==> src/rtl/sdram_pkg.sv <==
// rtl/sdram_pkg.sv - shared SDRAM command encodings, timing defaults and idle bus values
//
// Purpose: common definitions for the SDRAM controller stages (init, auto-refresh, arbiter).
// Ports:   none (package).

package sdram_pkg;

   // {CS#, RAS#, CAS#, WE#}
   localparam logic [3:0] CMD_NOP       = 4'b0111;
   localparam logic [3:0] CMD_PRECHARGE = 4'b0010;
   localparam logic [3:0] CMD_AT_REF    = 4'b0001;
   localparam logic [3:0] CMD_MREG_SET  = 4'b0000;
   localparam logic [3:0] CMD_ACTIVE    = 4'b0011;
   localparam logic [3:0] CMD_READ      = 4'b0101;
   localparam logic [3:0] CMD_WRITE     = 4'b0100;

   // Default timing, in clocks at 100 MHz
   localparam int TRP_DEF  = 2;
   localparam int TRFC_DEF = 8;
   localparam int TMRD_DEF = 2;

   // Bus values when no command needs them; A10=1 also selects all banks for PRECHARGE
   localparam logic [1:0]  IDLE_BANK = 2'b11;
   localparam logic [12:0] IDLE_ADDR = 13'h1fff;

   // Gray-coded so every legal transition flips a single state bit
   typedef enum logic [2:0] {
      AREF_IDLE = 3'b000,
      AREF_PCH  = 3'b001,
      AREF_TRP  = 3'b011,
      AREF_AR   = 3'b010,
      AREF_TRFC = 3'b110,
      AREF_END  = 3'b100
   } aref_state_t;

endpackage

==> src/rtl/sdram_aref_timer.sv <==
// rtl/sdram_aref_timer.sv - refresh interval counter and refresh request flag
//
// Purpose: counts REF_PERIOD clocks while init_end is high and raises a level
//          request each time the interval expires; the request drops when the
//          grant is accepted.
// Ports:
//   aref_clk   in  clock
//   aref_rst_n in  synchronous active-low reset
//   init_end   in  initialisation complete (level); low holds counter and request at 0
//   grant      in  grant accepted this cycle (from the refresh FSM)
//   aref_req   out refresh request (level)

module sdram_aref_timer #(
   parameter int REF_PERIOD = 750
) (
   input  logic aref_clk,
   input  logic aref_rst_n,
   input  logic init_end,
   input  logic grant,
   output logic aref_req
);

   localparam int CNT_W = (REF_PERIOD > 1) ? $clog2(REF_PERIOD) : 1;

   logic [CNT_W-1:0] ref_cnt;
   logic             expire;

   assign expire = (ref_cnt == CNT_W'(REF_PERIOD - 1));

   // Free-running through refresh sequences so the period is fixed, not grant-relative
   always_ff @(posedge aref_clk) begin
      if (!aref_rst_n) begin
         ref_cnt <= '0;
      end else if (!init_end || expire) begin
         ref_cnt <= '0;
      end else begin
         ref_cnt <= ref_cnt + 1'b1;
      end
   end

   // Set wins over clear; a second expiry while pending just keeps the single request
   always_ff @(posedge aref_clk) begin
      if (!aref_rst_n) begin
         aref_req <= 1'b0;
      end else if (!init_end) begin
         aref_req <= 1'b0;
      end else if (expire) begin
         aref_req <= 1'b1;
      end else if (grant) begin
         aref_req <= 1'b0;
      end
   end

endmodule

==> src/rtl/sdram_aref.sv <==
// rtl/sdram_aref.sv - periodic SDRAM auto-refresh generator
//
// Purpose: after init_end, requests a refresh every REF_PERIOD clocks; on grant
//          issues PRECHARGE-all, then AR_NUM AUTO REFRESH commands spaced by
//          TRP/TRFC, then pulses aref_end for one cycle.
// Ports:
//   aref_clk   in  1   clock (100 MHz)
//   aref_rst_n in  1   synchronous active-low reset
//   init_end   in  1   initialisation complete (level)
//   aref_en    in  1   arbiter grant (level)
//   aref_req   out 1   refresh request (level)
//   aref_cmd   out 4   {CS#,RAS#,CAS#,WE#}
//   aref_bank  out 2   bank address
//   aref_addr  out 13  SDRAM address
//   aref_end   out 1   sequence-complete pulse

import sdram_pkg::*;

module sdram_aref #(
   parameter int REF_PERIOD = 750,
   parameter int TRP        = TRP_DEF,
   parameter int TRFC       = TRFC_DEF,
   parameter int AR_NUM     = 2
) (
   input  logic        aref_clk,
   input  logic        aref_rst_n,
   input  logic        init_end,
   input  logic        aref_en,
   output logic        aref_req,
   output logic [3:0]  aref_cmd,
   output logic [1:0]  aref_bank,
   output logic [12:0] aref_addr,
   output logic        aref_end
);

   localparam int WAIT_MAX = (TRP > TRFC) ? TRP : TRFC;
   localparam int CYC_W    = $clog2(WAIT_MAX + 1);
   localparam int AR_W     = $clog2(AR_NUM + 1);

   aref_state_t      state;
   aref_state_t      state_nxt;
   logic [CYC_W-1:0] cyc_cnt;
   logic [AR_W-1:0]  ar_cnt;
   logic             grant;

   // aref_en outside IDLE or without a pending request is ignored
   assign grant = aref_req && aref_en && (state == AREF_IDLE);

   sdram_aref_timer #(
      .REF_PERIOD (REF_PERIOD)
   ) u_timer (
      .aref_clk   (aref_clk),
      .aref_rst_n (aref_rst_n),
      .init_end   (init_end),
      .grant      (grant),
      .aref_req   (aref_req)
   );

   always_comb begin
      state_nxt = state;
      case (state)
         AREF_IDLE: if (grant) state_nxt = AREF_PCH;
         AREF_PCH:  state_nxt = AREF_TRP;
         AREF_TRP:  if (cyc_cnt == CYC_W'(TRP - 1)) state_nxt = AREF_AR;
         AREF_AR:   state_nxt = AREF_TRFC;
         AREF_TRFC: begin
            if (cyc_cnt == CYC_W'(TRFC - 1)) begin
               state_nxt = (ar_cnt < AR_W'(AR_NUM)) ? AREF_AR : AREF_END;
            end
         end
         AREF_END:  state_nxt = AREF_IDLE;
         default:   state_nxt = AREF_IDLE;
      endcase
   end

   // cyc_cnt is zero outside the wait states, so it starts from 0 on every entry
   always_ff @(posedge aref_clk) begin
      if (!aref_rst_n) begin
         state   <= AREF_IDLE;
         cyc_cnt <= '0;
         ar_cnt  <= '0;
      end else begin
         state <= state_nxt;

         if (state == AREF_TRP || state == AREF_TRFC) begin
            cyc_cnt <= cyc_cnt + 1'b1;
         end else begin
            cyc_cnt <= '0;
         end

         if (state == AREF_IDLE) begin
            ar_cnt <= '0;
         end else if (state == AREF_AR) begin
            ar_cnt <= ar_cnt + 1'b1;
         end
      end
   end

   // Outputs are decoded from the current state and registered, so they trail it by a clock
   always_ff @(posedge aref_clk) begin
      if (!aref_rst_n) begin
         aref_cmd  <= CMD_NOP;
         aref_bank <= IDLE_BANK;
         aref_addr <= IDLE_ADDR;
         aref_end  <= 1'b0;
      end else begin
         aref_bank <= IDLE_BANK;
         aref_addr <= IDLE_ADDR;
         aref_end  <= (state == AREF_END);
         case (state)
            AREF_PCH: aref_cmd <= CMD_PRECHARGE;
            AREF_AR:  aref_cmd <= CMD_AT_REF;
            default:  aref_cmd <= CMD_NOP;
         endcase
      end
   end

endmodule
==> config.mk <==
export PLATFORM = sky130hd
export DESIGN_NAME = sdram_aref
export DESIGN_NICKNAME = d
export VERILOG_FILES = /design/src/rtl/sdram_pkg.sv /design/src/rtl/sdram_aref_timer.sv /design/src/rtl/sdram_aref.sv
export SDC_FILE = /design/constraint.sdc
export NUM_CORES = 1
export LEC_CHECK = 0
export ABC_AREA = 1
export CORE_MARGIN = 1
export CORE_UTILIZATION = 30
export CTS_BUF_LIST = sky130_fd_sc_hd__clkbuf_2 sky130_fd_sc_hd__clkbuf_4 sky130_fd_sc_hd__clkbuf_8
export DETAILED_ROUTE_END_ITERATION = 10
export GPL_TIMING_DRIVEN = 0
export PLACE_DENSITY_LB_ADDON = 0.08
export SLEW_MARGIN = 0
export SYNTH_ARGS = -nofsm -noshare
export SYNTH_HDL_FRONTEND = slang
export SYNTH_HIERARCHICAL = 1
export SYNTH_SLANG_ARGS = --single-unit
==> constraint.sdc <==
create_clock -name aref_clk -period 1.2 [get_ports aref_clk]
set_input_delay 0.36 -clock aref_clk [delete_from_list [all_inputs] [get_ports aref_clk]]
set_output_delay 0.36 -clock aref_clk [all_outputs]
set_load 0.03 [all_outputs]
==> run metrics <==
ANT cells 0; CP Capture Type flop; die width 65.48 µm; reg2reg setup slack 0.06 ns; first drt pass iteration count 4; outcome complete, no violations; fin crit share 97.70%; share of layout cells above drive strength 1 27.84%; Hold Fails Final Rpt 0; hold path depth 1; deepest clock path buffer count 2; #FFs+latches synth 24; Max Clock Freq 0.8530 GHz; Final nets 203; hold_buf cts 0; final worst path period need 1.172 ns; P per Cell Area 1608 nW/µm²; commonest non-fill, non-tap cell in the layout nand2_1; first-pass GRT wire length 3677 µm; Ys Warns 6; CTS sink cnt 24; Finished Cell Area 1531 µm²; CTS tree yes; RSZ-0062 raised after global routing yes; GRT Util Overall ~11%; HP Start u_timer/ref_cnt[0]; total gr overflow 0; routability congestion estimate 0.8250; hpwl dp 1538 µm; Max-cap violations 0; Num CTS Buffers 3; critical register-to-register path startpoint cyc_cnt[0]; Slew Viols, Final 0; worst reg-to-reg path cell count 8; count of cell types in the netlist 23; Tot Pwr 2462 µW; Critical Path RT 1.37 ns; DR WL/cell roughly 8.8 µm; Placed Instances 235; placed cell area 1401 µm²; die area roughly 4300 µm²; CP Launch Type primary input; post-synthesis cell area approximately 1200 µm²; Seq/Total Area, Yosys 39.75%; Via density roughly 4; initial antenna violation count 0; WHS Endpoint u_timer/ref_cnt[0]; pin count of the biggest net entering global routing 15; area grow syn2layout 26.71%; filler cell count 397; vias in the first global route around 890; drt drc 0; core outline area between 3000 and 4000 µm²; Cells after Synth 165; port buffer count 8; post-layout instance count excluding filler cells roughly 240; Worst Path Arrival 1.34 ns; Worst-path clk slew 0.09 ns; initial core utilization 32.05%; worst skew pair latency approximately 0.27 ns; Crit Path Category primary input to flop; via count 997; Ports 25; VDD IR-drop max 0.001139 V; fin util 40.61%; number of H-tree levels 1; remaining antenna violation count after routing 0; Lkg Pwr 0.0006361 µW; Die Ht about 65 µm; drt total wl 2141 µm; Syn Area/Cell 7.325 µm²; row cnt 22; worst min-delay path category flop to flop; Max FO, Critical Path 4; DR iter-0 viols 35; Clock Root Buffer clkbuf_8; clk_skew 0.008620 ns; most frequent cells in the layout 33 x nand2_1, 22 x nor2_1, 19 x buf_4, 17 x inv_1, 17 x dfxtp_1; final setup violation count 0; total negative setup slack 0 ns; Worst R2R End state[0]
[cells by family after synthesis]
family	share of synthesized area, %
AO/OA/AOI/OAI	4.140
XOR/XNOR	3.624
buffers and inverters	16.15
other	0.6213
AND/OR/NAND/NOR	31.57
flip-flops	39.75
adder cells (fa/ha/maj)	4.141
[worst max-delay path, cell delays in order]
cell             delay, ns
clkdlybuf4s50_1       0.46
nand2_1               0.08
nand3_2               0.13
nand3_2               0.12
o21ai_1               0.14
inv_1                 0.04
[flip-flops by register name (all words and copies together), names as in the netlist]
signal / flops
u_timer/ref_cnt: 10
cyc_cnt: 4
aref_cmd: 3
state: 3
ar_cnt: 2
aref_end: 1
u_timer/aref_req: 1
[repair_timing]
action	4_1_cts	5_1_grt
cloned	1	0
endpoints found under the setup margin	18	20
pin swaps	1	7
setup buffers	0	2
resized for setup	32	18
[metrics by stage]
stage	hold WS (ns)	setup WS, ns
2_1_floorplan	0.4289	0.04403
3_3_place_gp	0.4498	-0.3573
3_5_place_dp	0.4588	-0.3736
4_1_cts	0.4427	0.006661
5_1_grt	0.4730	-0.02372
6_report	0.4479	0.02762
[cell type report]
| cell class | count | area, µm² | area share (%) |
|---|---|---|---|
| Multi-Input combinational cell | 120 | 641.9 | 41.91 |
| Sequential cell | 24 | 491.7 | 32.11 |
| Buffer | 16 | 120.1 | 7.843 |
| Inverter | 20 | 75.07 | 4.902 |
| Timing Repair Buffer | 10 | 71.32 | 4.657 |
| Tap cell | 48 | 60.06 | 3.922 |
| Clock buffer | 3 | 41.29 | 2.696 |
| Clock inverter | 1 | 30.03 | 1.961 |
[synthesized netlist by cell type]
library cell  instances  area (µm²)
a21oi_1               7       35.03
buf_4                16       120.1
conb_1                2       7.510
dfxtp_1              24       480.5
ha_1                  4       50.05
inv_1                19       71.32
inv_2                 1       3.750
nand2_1              34       127.6
nand2_2               2       12.51
nand2_4               1       11.26
nand3_1               9       45.04
nand3_2               1       10.01
nand4_1               2       12.51
nor2_1               25       93.84
nor2_2                2       12.51
nor2_4                2       22.52
nor3_1                3       15.01
nor4_1                1       6.260
o21ai_0               2       10.01
o21ai_1               1       5.000
or2_1                 2       12.51
xnor2_1               2       17.52
xor2_1                3       26.28
[report_power, final]
| group | total [µW] | switching, µW | internal [µW] |
|---|---|---|---|
| Combinational | 775 | 493 | 282 |
| Clock | 705 | 259 | 446 |
| Sequential | 982 | 86.0 | 896 |
| Total | 2460 | 838 | 1620 |
[worst max-delay path by stage]
| stage | start | to | cells past startpoint |
|---|---|---|---|
| 6_report | aref_en | state[0] | 6 |
| 3_3_place_gp | aref_rst_n | u_timer/ref_cnt[9] | 5 |
| 2_1_floorplan | u_timer/aref_req | state[0] | 5 |
| 4_1_cts | u_timer/aref_req | aref_req | 1 |
| 3_5_place_dp | aref_rst_n | u_timer/ref_cnt[3] | 5 |
| 5_1_grt | aref_en | state[0] | 6 |
[layer usage]
| layer | global-route usage, % | vias to the layer above | wire, µm |
|---|---|---|---|
| met1 | 11.26 | 438 | 903 |
| met5 | 0 | - | 0 |
| met4 | 1.630 | 0 | 11 |
| met3 | 4.167 | 2 | 108 |
| met2 | 21.65 | 21 | 1117 |
| li1 | - | 536 | - |
Note: power is estimated with default switching activity, not from simulation.
